[config.mk]
export PLATFORM = sky130hd
export DESIGN_NAME = mod10_counter
export DESIGN_NICKNAME = d
export VERILOG_FILES = /design/src/rtl/mod10_counter.sv
export SDC_FILE = /design/constraint.sdc
export NUM_CORES = 1
export LEC_CHECK = 0
export CAP_MARGIN = 25
export CORE_AREA = 3 3 40 42
export DETAILED_ROUTE_END_ITERATION = 10
export DIE_AREA = 0 0 43 45
export PLACE_DENSITY_LB_ADDON = 0.08
export SLEW_MARGIN = 40
export SYNTH_ARGS = -nofsm -noshare
export SYNTH_HDL_FRONTEND = slang
export SYNTH_SLANG_ARGS = --single-unit
[constraint.sdc]
create_clock -name clock -period 2.22 [get_ports clock]
set_clock_uncertainty 0.1 [all_clocks]
set_input_delay 0.444 -clock clock [delete_from_list [all_inputs] [get_ports clock]]
set_output_delay 0.444 -clock clock [all_outputs]
set_load 0.03 [all_outputs]
[src/rtl/mod10_counter.sv]
// Decade up/down counter with parallel load, asynchronous active-high reset.
// Count stays within 0..MOD-1; out-of-range load values land on 0.
module mod10_counter #(
  parameter int MOD   = 10,
  parameter int WIDTH = 4
) (
  input  logic             clock,
  input  logic             rst,
  input  logic             load,
  input  logic             mode,
  input  logic [WIDTH-1:0] data_in,
  output logic [WIDTH-1:0] data_out
);

  localparam logic [WIDTH-1:0] MAX = WIDTH'(MOD - 1);

  if ((2 ** WIDTH) < MOD) begin : g_width_check
    $error("mod10_counter: WIDTH too small for MOD");
  end

  logic [WIDTH-1:0] next_count;

  // The >= / > guards keep the count inside 0..MAX even from an illegal state.
  always_comb begin
    next_count = data_out;
    if (load) begin
      next_count = (data_in <= MAX) ? data_in : '0;
    end else if (mode) begin
      next_count = (data_out >= MAX) ? '0 : data_out + 1'b1;
    end else begin
      next_count = ((data_out == '0) || (data_out > MAX)) ? MAX : data_out - 1'b1;
    end
  end

  always_ff @(posedge clock or posedge rst) begin
    if (rst) begin
      data_out <= '0;
    end else begin
      data_out <= next_count;
    end
  end

endmodule

==> impl_summary.md <==
Power and ir drop
The cell internal power dissipation is 0.2266 mW. Dividing total power by cell area gives a power density of 667.8 mW/mm2. The switching power is 0.1310 mW. The leakage component of the power is around 0.22 nW. The part of the power in the clock network is 0.248. The combinational cell fraction of total power is 0.468.

The share of total power dissipated in sequential elements is 0.283. The switching power as a share of total power is 0.3664. The maximum resistive drop on vdd is 0.2761 mV.

GRT
The number of global-route vias before repair was ~380. The number of antenna violations at the first check in global routing is 0. The first-pass GRT wire length is 1531 um.

Entering global routing, the biggest net connects 10 pins. The peak-usage layer in the global routing report is met2. For met1 alone, demand over resource in global routing was 0.1214. Summed over all layers, the global routing overflow is 0.

The global-route track usage on met3 is 0.01195. The overall global routing resource usage is 0.1093. The met2 global-route usage is 0.1796.

Layout
For this run, the share of the core covered by cells in the final layout is 0.4167. The largest registers in the layout are data_out (4). 0 antenna diodes ended up in the layout. The fraction of layout instances using a drive strength above 1 is 0.1148. Summing all non-filler instances in the final layout gives an area of 535.5 um2. From synthesis to final layout, the design area changed by 42.19%. The layout filler cell count is 145. The final layout contains 75 nets. The register with the most flip-flops in the layout has 4 of them.

The largest register by flop count is data_out. The sequential cell area in the final layout is 100.1 um2. The multi-input combinational cells in the finished layout cover a total of 254.0 um2.

Critical path
The maximum fanout encountered on the critical timing path is 9. The worst setup path is launched from a flop. For this run, the slowest stage of the critical path takes 720 ps.

On the critical path the largest part of the delay comes from buffers and inverters. The number of buffers and inverters on the critical path is 1. The library cell contributing the largest single delay on the critical path is sky130_fd_sc_hd__clkdlybuf4s50_1.

The worst setup path is captured at an output port. The type of the worst setup path is reg2out. STA puts the critical path data required time at 1680 ps. The endpoint arrival time on the critical path is 1410 ps. Traced cell by cell, the critical path runs through clkdlybuf4s50_1.

Logic synthesis
The synthesized area divided by synthesized cell count is 8.013 um2. After synthesis the cells add up to 376.6 um2. The count of unique library cells instantiated by Yosys is 24.

After synthesis, the cell types taking the most area are sky130_fd_sc_hd__dfrtp_1, sky130_fd_sc_hd__ha_1, sky130_fd_sc_hd__o21ai_0, sky130_fd_sc_hd__a21oi_1, sky130_fd_sc_hd__inv_1. The synthesis warning total is 0. The cell type with the highest aggregate area in the netlist is sky130_fd_sc_hd__dfrtp_1. The area share of the leading cell type in the synthesized netlist is 0.2658.

The main flop type after synthesis is sky130_fd_sc_hd__dfrtp_1. In this run, synthesis inferred 0 flip-flops with an integrated enable. The register bit total from synthesis is 4. After synthesis, the share of flip-flops with an asynchronous set or reset is 1.000. The post-synthesis net count is 59.

In the synthesized netlist, the number of instances is between 40 and 50. The share of the Yosys chip area taken by registers is 0.2658.

Drt
The first-pass detailed-route iteration total is 3. In the routed layout, each cell is associated on average with a via count of 5.053. Wires add up to 821 um.

The residual antenna-violating net count after detailed routing is 0. Dividing the detail-routed wire length by the instance count gives between 10 and 15 um. For this block, the initial DRC count from the detailed router was 3.

In the routed design, unresolved DRC markers number 0. Across all layers, the routed design uses 384 vias.

Floorplan
The number of placement rows is 13. The effective utilization at floorplan is 0.2931. The boundary pin count is 12. The area of the core region is 0.001285 mm2. The floorplan step defined a die boundary enclosing 0.001935 mm2.

The die is 43 um wide. In this run the vertical extent of the chip is 45 um.

STA
The accumulated negative setup slack is 0 ps. Subtracting the final worst setup slack from the clock period gives about 2000 ps. The max-slew violation total from the final report is 0. The maximum achievable frequency is about 0.51 GHz. The number of setup violations in the final report is 0. The total count of hold-check failures in the final report is 0. Measured against its own limit, the worst slew margin works out to 0.7937. For the pin with the worst max-slew slack, the measured transition is 308.5 ps. The share of the clock period used by the worst path after layout is 0.8801. Setup repair after global routing left no endpoint under its margin.

CTS
The clock insertion delay at the later pin of the skew report is 230 ps. The clock transition at the register clock pins on the worst setup and hold paths after CTS is 40 ps. The tree built by TritonCTS fans out to 4 sinks.

The clock root buffer is sky130_fd_sc_hd__clkbuf_4. The quantity of hold-fixing buffers added after cts is 0. The deepest level of the CTS H-tree is 1. The number of buffers between clock root and the deepest sink is 2. TritonCTS built the clock tree. After clock tree synthesis, the repair step resized 0 gates. Once the clock tree was built, the setup fixing pass inserted 0 buffers. The number of clock buffers added by TritonCTS is 3.

Run status
The flow ran to the end, and the final reports show no timing, DRC or antenna violations.

Placement
The routability congestion estimate is slightly above 0.7. The placed instance area is 513.0 um2. The count of port buffers added during placement is 11. The final HPWL from detailed placement is 661.9 um.

Worst hold path
The path class of the lowest-slack min-delay path is in2async.

Run
Across the run, the number of max-cap violations was 0.
cells by family (layout without fill, tap and decap cells):
| logic type | count (synthesis) | count (layout) | synth area share |
|---|---|---|---|
| AOI/OAI and AO/OA | 13 | 13 | 0.2259 |
| xor gates and xnor gates | 1 | 1 | 0.02326 |
| adders and majority gates | 4 | 4 | 0.1329 |
| buffers and inverters | 6 | 20 | 0.05980 |
| DFF | 4 | 4 | 0.2658 |
| and+or+nand+nor | 19 | 19 | 0.2924 |
through the flow:
step	setup WS, ps	power, mW	instances	hold WS (ps)
after detailed placement	170.7	0.2718	73	549.2
after floorplan	318.2	0.2096	47	110.1
final	266.1	0.3576	76	289.4
after global placement	167.3	0.2745	73	542.3
after global routing	197.8	0.3891	76	330.5
after CTS	252.4	0.3646	76	289.9
final timing paths:
kind | start | endpoint | slack [ps] | cells past startpoint
max | data_out[2]$_DFF_PP0_ | data_out[2] | 270 | 1
min | rst | data_out[0]$_DFF_PP0_ | 290 | 2
max reg2reg | data_out[0]$_DFF_PP0_ | data_out[2]$_DFF_PP0_ | 340 | 6
min reg2reg | data_out[0]$_DFF_PP0_ | data_out[0]$_DFF_PP0_ | 610 | 2
max in group asynchronous | rst | data_out[2]$_DFF_PP0_ | 1580 | 2
min in group clock | data_out[0]$_DFF_PP0_ | data_out[0]$_DFF_PP0_ | 610 | 2
worst reg2reg max path: stages, from the launching register on:
cell	delay [ps]
sky130_fd_sc_hd__dfrtp_1	440
sky130_fd_sc_hd__inv_1	110
sky130_fd_sc_hd__ha_1	200
sky130_fd_sc_hd__or3b_2	510
sky130_fd_sc_hd__o221ai_1	190
sky130_fd_sc_hd__o31ai_1	100
sky130_fd_sc_hd__o21ai_0	140
cell type report:
class,instances,area share
multi-input cells,37,0.4743
inverters,4,0.02804
repair buffers,13,0.2336
flip-flops and latches,4,0.1869
clock buffers,3,0.04206
well taps,15,0.03505
metal layers:
layer | part of all wire | up-vias
met4 | 0.037 | 0
met1 | 0.46 | 169
met3 | 0.041 | 4
met5 | 0 | -
li1 | - | 201
met2 | 0.47 | 10
power groups by stage:
stage,Combinational [mW],Clock [mW],Sequential [mW]
3_5_place_dp,0.168,0,0.104
2_1_floorplan,0.0885,0,0.121
3_3_place_gp,0.170,0,0.104
5_1_grt,0.191,0.0942,0.104
4_1_cts,0.169,0.0936,0.102
6_report,0.167,0.0888,0.101
cell usage in the layout (no fill, tap or decap):
| master | synthesis | routed |
|---|---|---|
| sky130_fd_sc_hd__nand2_1 | 4 | 4 |
| sky130_fd_sc_hd__o41a_1 | 1 | 1 |
| sky130_fd_sc_hd__buf_4 | 0 | 2 |
| sky130_fd_sc_hd__a32o_1 | 1 | 1 |
| sky130_fd_sc_hd__o31ai_1 | 1 | 1 |
| sky130_fd_sc_hd__o221ai_1 | 1 | 1 |
| sky130_fd_sc_hd__inv_1 | 4 | 4 |
| sky130_fd_sc_hd__or3b_2 | 1 | 1 |
| sky130_fd_sc_hd__ha_1 | 4 | 4 |
| sky130_fd_sc_hd__a21oi_1 | 3 | 3 |
| sky130_fd_sc_hd__nand4_1 | 1 | 1 |
| sky130_fd_sc_hd__a31oi_1 | 1 | 1 |
| sky130_fd_sc_hd__o21ai_0 | 4 | 4 |
| sky130_fd_sc_hd__nor3b_1 | 2 | 2 |
| sky130_fd_sc_hd__or4_1 | 1 | 1 |
| sky130_fd_sc_hd__nor2b_1 | 1 | 1 |
| sky130_fd_sc_hd__dfrtp_1 | 4 | 4 |
| sky130_fd_sc_hd__clkbuf_4 | 0 | 3 |
| sky130_fd_sc_hd__nor2_1 | 4 | 4 |
| sky130_fd_sc_hd__nand2b_1 | 1 | 1 |
| sky130_fd_sc_hd__and3_1 | 1 | 1 |
| sky130_fd_sc_hd__xnor2_1 | 1 | 1 |
| sky130_fd_sc_hd__o22ai_1 | 1 | 1 |
| sky130_fd_sc_hd__and2b_2 | 1 | 1 |
| sky130_fd_sc_hd__nand3b_1 | 2 | 2 |
| sky130_fd_sc_hd__clkdlybuf4s50_1 | 0 | 11 |
No activity file was read; power rests on OpenSTA's default activity.
